File: src/rtl/h_packer_if.sv
// Scheduler-side bus for h_packer: dense element stream in, packed CSR frame out.
// overflow_o is present only when H_PACKER_OVERFLOW_EN is defined.
interface h_packer_if #(
  parameter int DATA_WIDTH     = 8,
  parameter int NUM_OF_COLS    = 5,
  parameter int COL_INDEX_SIZE = 8,
  parameter int VALUE_SIZE     = 8,
  parameter int NODE_INFO_SIZE = 5
);
  localparam int COL_IDX_WIDTH   = $clog2(NUM_OF_COLS);
  localparam int INDEX_WIDTH     = $clog2(COL_INDEX_SIZE);
  localparam int ROW_LEN_WIDTH   = $clog2(NUM_OF_COLS);
  localparam int NODE_INFO_WIDTH = INDEX_WIDTH + ROW_LEN_WIDTH + 1;

  logic                       elem_valid_i;
  logic [DATA_WIDTH-1:0]      elem_data_i;
  logic                       elem_ready_o;
  logic                       sched_valid_o;
  logic                       sched_ready_i;
  logic [COL_IDX_WIDTH-1:0]   col_idx_o   [0:COL_INDEX_SIZE-1];
  logic [DATA_WIDTH-1:0]      value_o     [0:VALUE_SIZE-1];
  logic [NODE_INFO_WIDTH-1:0] node_info_o [0:NODE_INFO_SIZE-1];
`ifdef H_PACKER_OVERFLOW_EN
  logic                       overflow_o;
`endif

  // The packer drives the frame towards the loader, so it takes the master side.
  modport master (
    input  elem_valid_i, elem_data_i, sched_ready_i,
`ifdef H_PACKER_OVERFLOW_EN
    output overflow_o,
`endif
    output elem_ready_o, sched_valid_o, col_idx_o, value_o, node_info_o
  );

  modport slave (
    output elem_valid_i, elem_data_i, sched_ready_i,
`ifdef H_PACKER_OVERFLOW_EN
    input  overflow_o,
`endif
    input  elem_ready_o, sched_valid_o, col_idx_o, value_o, node_info_o
  );
endinterface

File: src/rtl/h_packer.sv
// Streaming CSR packer: drops zeros from a row-major dense matrix and presents
// col_idx/value/node_info arrays under valid/ready. Optional H_PACKER_OVERFLOW_EN adds overflow_o.
module h_packer #(
  parameter int DATA_WIDTH     = 8,
  parameter int NUM_OF_COLS    = 5,
  parameter int NUM_OF_ROWS    = 5,
  parameter int COL_INDEX_SIZE = 8,
  parameter int VALUE_SIZE     = 8,
  parameter int NODE_INFO_SIZE = 5
) (
  input logic        clk,
  input logic        rst,
  h_packer_if.master bus
);
  localparam int COL_IDX_WIDTH   = $clog2(NUM_OF_COLS);
  localparam int INDEX_WIDTH     = $clog2(COL_INDEX_SIZE);
  localparam int ROW_LEN_WIDTH   = $clog2(NUM_OF_COLS);
  localparam int NODE_INFO_WIDTH = INDEX_WIDTH + ROW_LEN_WIDTH + 1;
  localparam int NNZ_WIDTH       = INDEX_WIDTH + 1;
  localparam int ROW_CNT_WIDTH   = (NUM_OF_ROWS > 1) ? $clog2(NUM_OF_ROWS) : 1;

  localparam logic [0:0] FILL = 1'b0;
  localparam logic [0:0] DONE = 1'b1;

  logic [0:0]                 r_state;
  logic [ROW_CNT_WIDTH-1:0]   r_rowCnt;
  logic [COL_IDX_WIDTH-1:0]   r_colCnt;
  logic [NNZ_WIDTH-1:0]       r_nnzCnt;
  logic [NNZ_WIDTH-1:0]       r_rowStart;
  logic [COL_IDX_WIDTH-1:0]   r_colIdx   [0:COL_INDEX_SIZE-1];
  logic [DATA_WIDTH-1:0]      r_value    [0:VALUE_SIZE-1];
  logic [NODE_INFO_WIDTH-1:0] r_nodeInfo [0:NODE_INFO_SIZE-1];

  logic                       w_ready;
  logic                       w_accept;
  logic                       w_clear;
  logic                       w_full;
  logic                       w_store;
  logic                       w_lastCol;
  logic                       w_lastRow;
  logic [NNZ_WIDTH-1:0]       w_rowStart;
  logic [NNZ_WIDTH-1:0]       w_nnzNext;
  logic [NNZ_WIDTH-1:0]       w_rowStored;
  logic [INDEX_WIDTH-1:0]     w_startIdx;
  logic [NODE_INFO_WIDTH-1:0] w_nodeInfo;

  assign w_ready   = (r_state == FILL) && !rst;
  assign w_accept  = bus.elem_valid_i && w_ready;
  assign w_clear   = (r_state == DONE) && bus.sched_ready_i;
  assign w_full    = (r_nnzCnt == NNZ_WIDTH'(COL_INDEX_SIZE));
  assign w_store   = (bus.elem_data_i != '0) && !w_full;
  assign w_lastCol = (r_colCnt == COL_IDX_WIDTH'(NUM_OF_COLS - 1));
  assign w_lastRow = (r_rowCnt == ROW_CNT_WIDTH'(NUM_OF_ROWS - 1));

  // On a row's first column r_rowStart is only being loaded, so use the live count.
  assign w_rowStart  = (r_colCnt == '0) ? r_nnzCnt : r_rowStart;
  assign w_nnzNext   = r_nnzCnt + NNZ_WIDTH'(w_store);
  assign w_rowStored = w_nnzNext - w_rowStart;
  assign w_startIdx  = (w_rowStart >= NNZ_WIDTH'(COL_INDEX_SIZE)) ?
                       INDEX_WIDTH'(COL_INDEX_SIZE - 1) : w_rowStart[INDEX_WIDTH-1:0];
  assign w_nodeInfo  = {w_startIdx, ROW_LEN_WIDTH'(w_rowStored), w_lastRow};

  always_ff @(posedge clk) begin
    if (rst || w_clear) begin
      r_state    <= FILL;
      r_rowCnt   <= '0;
      r_colCnt   <= '0;
      r_nnzCnt   <= '0;
      r_rowStart <= '0;
      for (int i = 0; i < COL_INDEX_SIZE; i++) r_colIdx[i] <= '0;
      for (int i = 0; i < VALUE_SIZE; i++) r_value[i] <= '0;
      for (int i = 0; i < NODE_INFO_SIZE; i++) r_nodeInfo[i] <= '0;
    end else if (w_accept) begin
      if (w_store) begin
        r_colIdx[r_nnzCnt[INDEX_WIDTH-1:0]] <= r_colCnt;
        r_value[r_nnzCnt[INDEX_WIDTH-1:0]]  <= bus.elem_data_i;
      end
      r_nnzCnt <= w_nnzNext;
      if (r_colCnt == '0) r_rowStart <= r_nnzCnt;
      if (w_lastCol) begin
        r_nodeInfo[r_rowCnt] <= w_nodeInfo;
        r_colCnt             <= '0;
        if (w_lastRow) begin
          r_rowCnt <= '0;
          r_state  <= DONE;
        end else begin
          r_rowCnt <= r_rowCnt + 1'b1;
        end
      end else begin
        r_colCnt <= r_colCnt + 1'b1;
      end
    end
  end

`ifdef H_PACKER_OVERFLOW_EN
  logic r_overflow;

  // Sticky until the frame is consumed; w_accept already implies FILL.
  always_ff @(posedge clk) begin
    if (rst || w_clear) begin
      r_overflow <= 1'b0;
    end else if (w_accept && w_full && (bus.elem_data_i != '0)) begin
      r_overflow <= 1'b1;
    end
  end

  assign bus.overflow_o = r_overflow;
`endif

  assign bus.elem_ready_o  = w_ready;
  assign bus.sched_valid_o = (r_state == DONE);
  assign bus.col_idx_o     = r_colIdx;
  assign bus.value_o       = r_value;
  assign bus.node_info_o   = r_nodeInfo;
endmodule

File: src/flat_wrapper.sv
// flat-port wrapper written by rule: the top's interface ports become plain ports
module h_packer_flat 
#(
  parameter int DATA_WIDTH     = 8,
  parameter int NUM_OF_COLS    = 5,
  parameter int NUM_OF_ROWS    = 5,
  parameter int COL_INDEX_SIZE = 8,
  parameter int VALUE_SIZE     = 8,
  parameter int NODE_INFO_SIZE = 5
)
  (clk, rst, bus_elem_valid_i, bus_elem_data_i, bus_sched_ready_i, bus_elem_ready_o, bus_sched_valid_o, bus_col_idx_o, bus_value_o, bus_node_info_o);
  h_packer_if #(.DATA_WIDTH(DATA_WIDTH), .NUM_OF_COLS(NUM_OF_COLS), .COL_INDEX_SIZE(COL_INDEX_SIZE), .VALUE_SIZE(VALUE_SIZE), .NODE_INFO_SIZE(NODE_INFO_SIZE)) bus_i ();
  input logic clk;
  input logic rst;
  input wire logic [$bits(bus_i.elem_valid_i)-1:0] bus_elem_valid_i;
  input wire logic [$bits(bus_i.elem_data_i)-1:0] bus_elem_data_i;
  input wire logic [$bits(bus_i.sched_ready_i)-1:0] bus_sched_ready_i;
  output wire logic [$bits(bus_i.elem_ready_o)-1:0] bus_elem_ready_o;
  output wire logic [$bits(bus_i.sched_valid_o)-1:0] bus_sched_valid_o;
  output wire logic [$bits(bus_i.col_idx_o)-1:0] bus_col_idx_o;
  output wire logic [$bits(bus_i.value_o)-1:0] bus_value_o;
  output wire logic [$bits(bus_i.node_info_o)-1:0] bus_node_info_o;
  assign bus_i.elem_valid_i = bus_elem_valid_i;
  assign bus_i.elem_data_i = bus_elem_data_i;
  assign bus_i.sched_ready_i = bus_sched_ready_i;
  assign bus_elem_ready_o = bus_i.elem_ready_o;
  assign bus_sched_valid_o = bus_i.sched_valid_o;
  assign bus_col_idx_o = {>>{bus_i.col_idx_o}};
  assign bus_value_o = {>>{bus_i.value_o}};
  assign bus_node_info_o = {>>{bus_i.node_info_o}};
  h_packer #(.DATA_WIDTH(DATA_WIDTH), .NUM_OF_COLS(NUM_OF_COLS), .NUM_OF_ROWS(NUM_OF_ROWS), .COL_INDEX_SIZE(COL_INDEX_SIZE), .VALUE_SIZE(VALUE_SIZE), .NODE_INFO_SIZE(NODE_INFO_SIZE)) u_core (.clk(clk), .rst(rst), .bus(bus_i));
endmodule
File: config.mk
export PLATFORM = sky130hd
export DESIGN_NAME = h_packer_flat
export DESIGN_NICKNAME = d
export VERILOG_FILES = /design/src/rtl/h_packer_if.sv /design/src/rtl/h_packer.sv /design/src/flat_wrapper.sv
export SDC_FILE = /design/constraint.sdc
export NUM_CORES = 1
export LEC_CHECK = 0
export ABC_AREA = 0
export BUFFER_PORTS_ARGS = -buffer_cell sky130_fd_sc_hd__buf_2
export CAP_MARGIN = 0
export CORE_ASPECT_RATIO = 1.5
export CORE_UTILIZATION = 53
export CTS_CLUSTER_SIZE = 10
export DETAILED_ROUTE_END_ITERATION = 8
export GPL_TIMING_DRIVEN = 0
export PLACE_DENSITY_LB_ADDON = 0.05
export REMOVE_ABC_BUFFERS = 1
export SKIP_LAST_GASP = 1
export SLEW_MARGIN = 20
export SYNTH_ARGS = -nofsm -noshare
export SYNTH_HDL_FRONTEND = slang
export SYNTH_SLANG_ARGS = --single-unit
File: constraint.sdc
create_clock -name clk -period 3.2 [get_ports clk]
set_input_delay 0.32 -clock clk [delete_from_list [all_inputs] [get_ports clk]]
set_output_delay 0.32 -clock clk [all_outputs]
set_load 0.01 [all_outputs]
Yosys cells after proc, flatten, opt, wreduce, memory -nomap -nowiden
Index checks and enable logic that the tools add are counted.

Equal/unequal tests: 3. Div/mod/pow operators: 0. Multiply operators: 0. $lt $le $gt $ge: 5. Shifts and indexed selects: 0. Bitwise gates (word level): 3. Reduce and logical (&&, ||, !) cells: 14. $add $sub $neg: 4. Muxes and demuxes: 13.

Operator list (number): 64-bit bitwise mux (1); 35-bit bitwise mux (1); 24-bit bitwise mux (1); 8-bit demux with 3-bit select (1); 7-bit demux with 3-bit select (1); 4-bit >= comparator, second input constant (3); 3-bit two-way mux (4); 3-bit demux with 3-bit select (1); 4-bit by 1-bit < comparator with 1-bit output, second input constant (2); 8-bit two-way mux (1); 3-bit NOT with 4-bit output (2); 8-bit nonzero test (1); 7-bit two-way mux (1); 3-bit by 1-bit adder with 3-bit output, second input constant (2); 3-bit == test, second input constant (2); 1-bit logical AND (6); 4-bit by 1-bit adder with 4-bit output (1); 4-bit == test, second input constant (1); 4-bit two-way mux (1); 2-bit AND reduction (2); 3-bit logical NOT (1); 3-bit AND reduction (1); 3-bit subtractor (1); 1-bit logical NOT (2); 2 further kinds (2).

Input bits: 12. Register bits: 138. Bits in latches: 0. Memories kept: 0. ROM bits: 0. Memory bits (writable): 0. Logic and storage cells: 68.

Logic depth before layout (Yosys ltp)
Word-level depth: 6. Gate-level depth with buffers: 12. Mapped depth without buffers: 10.

Worst setup path before layout
Ideal clock, no wire load.

Path type: input-to-reg. From: input bus_elem_data_i[6]. To: register u_core.r_nodeInfo (netlist bit u_core.bus.node_info_o[17]). Setup slack: 336 ps. Stages on the path: 11. Arrival: 2720 ps. Path buffers: 1. Required time: 3056 ps. Setup time: 144 ps. Cell sequence: clkbuf_1 -> nor4_4 -> a32oi_1 -> ha_1 -> inv_1 -> ha_1 -> inv_1 -> fa_1 -> xnor2_1 -> xnor2_1 -> a211oi_1.

Cells in the longest elaborated chain, start to end: 5.

RTL lines: from (decl) (RTL line flat_wrapper.sv:16) `input wire logic [$bits(bus_i.elem_data_i)-1:0] bus_elem_data_i;`; 8-bit nonzero test (RTL line h_packer.sv:51) `assign w_store = (bus.elem_data_i != '0) && !w_full;`; 1-bit logical AND (RTL line h_packer.sv:51); 4-bit by 1-bit adder with 4-bit output (RTL line h_packer.sv:57) `assign w_nnzNext = r_nnzCnt + NNZ_WIDTH'(w_store);`; named net u_core.w_nnzNext[0] (RTL line h_packer.sv:42) `logic [NNZ_WIDTH-1:0] w_nnzNext;`; 3-bit subtractor (RTL line h_packer.sv:58) `assign w_rowStored = w_nnzNext - w_rowStart;`; 35-bit bitwise mux (RTL line h_packer.sv:81) `r_nodeInfo[r_rowCnt] <= w_nodeInfo;`; to (signal, indexed assignment) (RTL line h_packer.sv:81); to (decl) (RTL line h_packer.sv:32) `logic [NODE_INFO_WIDTH-1:0] r_nodeInfo [0:NODE_INFO_SIZE-1];`.

The timed path passes the listed nets, and every way through them passes these cells. A chain may end at the register's enable or synchronous reset.

Worst setup path after layout
From: register u_core.r_nnzCnt[0]. To: register u_core.r_nodeInfo (netlist bit u_core.bus.node_info_o[3]).

Cells in the longest elaborated chain, start to end: 6. Elaborated cells on any way between the ends: 7.

RTL lines: from (decl) (RTL line h_packer.sv:28) `logic [NNZ_WIDTH-1:0] r_nnzCnt;`; from (signal assigned) (RTL line h_packer.sv:78) `r_nnzCnt <= w_nnzNext;`; 4-bit == test (RTL line h_packer.sv:50) `assign w_full = (r_nnzCnt == NNZ_WIDTH'(COL_INDEX_SIZE));`; 1-bit logical NOT (RTL line h_packer.sv:51); 1-bit logical AND (RTL line h_packer.sv:51); 4-bit by 1-bit adder with 4-bit output * (RTL line h_packer.sv:57); named net u_core.w_nnzNext[0] (RTL line h_packer.sv:42); 3-bit subtractor * (RTL line h_packer.sv:58); 35-bit bitwise mux * (RTL line h_packer.sv:81).

The timed path passes the listed nets; every way through them passes the cells marked *.

==> results.cfg <==
[synth]
synth_flop_cell = dfxtp_1
synth_top_area_share_pct = 50.6
yosysTopAreaCell = dfxtp_1
seq_area_frac_synth_pct = 50.6
synth_area_um2 = 5460
synth_edf_count = 0
yosysWarnings = 0
yosys.cell_count.top_type = nor2_1
synthCells = 535
synth-seq-cells = 138
ys_async_sr_fraction_pct = 0
synth_area_leaders = dfxtp_1 51%, mux2i_1 22%, nor2_1 9.7%, nor4_4 1.9%, a2111oi_2 1.9%
synth_cell_type_count = 37
avgSynthCellArea_um2 = 10.2
yosys-top-cells-count = 141 x nor2_1, 138 x dfxtp_1, 119 x mux2i_1, 23 x clkbuf_1, 15 x nand2_1

[power_and_ir_drop]
power.switching_w = 0.000893
peakVddDrop_mv = 0.408
p_leak_nw = 2.90
clockPowerShare_pct = 49.4
pwr_density_cell_nw_per_um2 = 544
seqPwrFrac_pct = 46.1
p_int_w = 0.00290
totalPowerFinal_w = 0.00379
comb_power_share_pct = 4.6
switching_share_pct = 23.6

[grt]
grt_pass1_vias = 3925
grt_usage_pct = 24.3
grt_pass1_wl_um = 20100
grt_overflow = 0
antenna_found_initial = 0
grt_max_degree = 70

[placed_design]
dp_hpwl_um = 8790
dp.cells = 758
io_buffers = 136
place_congestion = 0.748

[sta]
finalSetupViolations = 0
hold_ws_ps = 304
rsz0062_at_grt = false
hold_viol_final = 0
drv_slew = 0
fmax_ghz = 0.337
period_share_pct = 92.6
tightest_slew_ps = 859
finalWorstPathRequiredPeriod_ps = 2960
finClkSkew_ps = 8.33
setup_tns_ps = 0
max-slew-margin-rel_pct = 42.7

[min_path]
min_path_type = in -> reg
worstHoldPathCells = 3

[critical_path]
cp.arrival_ps = 3230
r2r_slack_ps = 240
ff2ff_path_depth = 10
cp.required_ps = 3460
critPathKind = reg -> reg
critPathLaunchType = register
worstSetupEndpointType = register
path_max_fanout = 10

[job]
maxCapViolCount = 0

[die]
ios = 137
initial_utilization_pct = 54.2
dieArea_um2 = 10700
core_region_area_um2 = 10100
die_h_um = 126
dieWidth_um = 84.9
rows = 45

[detailed_routing]
drt_iter0_drc = 264
detail_route.wl_per_cell_um = 15.8
avgViaCountPerCell = 5.19
dr_total_vias = 4133
drc = 7
wl_um = 12600
ant_nets = 0
firstDrtPassIters = 9

[final_layout]
utilization_pct = 69.1
fill_cells = 808
stdcell_count = 796
antenna_cells = 0
drive_gt1_share_pct = 30.6
area_growth_pct = 27.6
nets = 686

[run_status]
violations = DRC
status = finished with violations

[clock_network]
cts_hold_buf = 0
insertion_delay_ps = 410
cts-root-buf = clkbuf_16
numCtsBuffers = 17
cts_tree = done
clk_path_buf_depth = 2
cts_sinks = 138
cts_htree_levels = 4
cts.clk_slew.worst_paths_ps = 60
[final timing paths]
| check | from | end |
|---|---|---|
| min | bus_elem_data_i[2] | u_core.bus.value_o[26] |
| min reg2reg | u_core.bus.node_info_o[28] | u_core.bus.node_info_o[28] |
| max reg2reg | u_core.r_nnzCnt[0] | u_core.bus.node_info_o[3] |
| max | u_core.r_nnzCnt[0] | u_core.bus.node_info_o[3] |
[metal layers]
metal  vias up  GRT usage (%)  share of wire [%]  wire length [µm]
met2       102           43.5                 53              6640
met1      1958           27.2                 41              5160
met4         0           9.67                1.9               244
li1       2056              -                  -                 -
met3        17           6.51                4.4               552
met5         -              0                  0                 0
[registers in the layout (all words and copies together), names as in the netlist]
name,count
u_core.r_nnzCnt,4
u_core.r_rowStart,4
u_core.r_rowCnt,3
u_core.r_colCnt,3
u_core.bus.node_info_o,35
u_core.bus.value_o,64
u_core.bus.col_idx_o,24
u_core.bus.sched_valid_o,1
[layout by cell type (no fill, tap or decap), types with 2 or more instances in the layout]
cell type,n
mux2i_1,119
ha_1,7
nand2b_1,6
nor4_4,5
buf_2,137
clkbuf_16,17
a2111oi_4,7
inv_1,7
nor2_1,141
a211oi_1,6
dfxtp_1,138
o21ai_1,4
clkinv_4,4
inv_6,4
a21oi_1,10
buf_4,8
xnor2_1,3
buf_6,6
buf_8,2
nand3_1,2
nand2_1,15
xor2_1,5
clkinvlp_4,3
inv_2,2
[repair_timing]
item | CTS | global route
setup endpoints to repair | 0 | 3
setup buffers | 0 | 5
gates resized for setup | 0 | 0
[worst max-delay path, stage by stage (launching register included)]
cell and delay (ps):
dfxtp_1 680, inv_2 230, a32oi_1 330, ha_1 290
inv_1 70, ha_1 130, inv_1 50, fa_1 370
xnor2_1 150, xnor2_1 390, a21oi_1 140
[layout make-up]
type | count | area (µm²) | area share, %
Sequential cell | 138 | 2760 | 39.6
Multi-Input combinational cell | 346 | 2580 | 37.0
Timing Repair Buffer | 154 | 871 | 12.5
Clock buffer | 18 | 439 | 6.30
Tap cell | 117 | 146 | 2.10
Clock inverter | 14 | 139 | 1.99
Inverter | 9 | 33.8 | 0.485
[power groups by stage]
stage | Clock, W | Combinational (W) | Sequential (W)
global placement | 0 | 0.000151 | 0.00178
finish | 0.00187 | 0.000174 | 0.00175
CTS | 0.00190 | 0.000172 | 0.00175
floorplan | 0 | 0.0000926 | 0.00178
detailed placement | 0 | 0.000171 | 0.00178
global route | 0.00198 | 0.000191 | 0.00175
[logic make-up (layout without fill, tap and decap cells)]
| logic type | after synthesis | in the layout | synth area share (%) |
|---|---|---|---|
| AO/OA/AOI/OAI | 32 | 32 | 4.81 |
| buffers and inverters | 51 | 195 | 4.28 |
| adder cells (fa/ha/maj) | 8 | 8 | 1.97 |
| flip-flops | 138 | 138 | 50.6 |
| XOR/XNOR | 8 | 8 | 1.28 |
| multiplexers | 120 | 120 | 22.0 |
| AND/OR/NAND/NOR | 178 | 178 | 15.0 |
[metrics by stage]
stage | worst slack [ps] | instance area [µm²]
final | 236 | 6970
after global routing | 60.2 | 6970
after CTS | 111 | 6920
after detailed placement | -337 | 6340
after global placement | -784 | 6090
after floorplan | 259 | 5260
(Power assumes the default switching activity.)
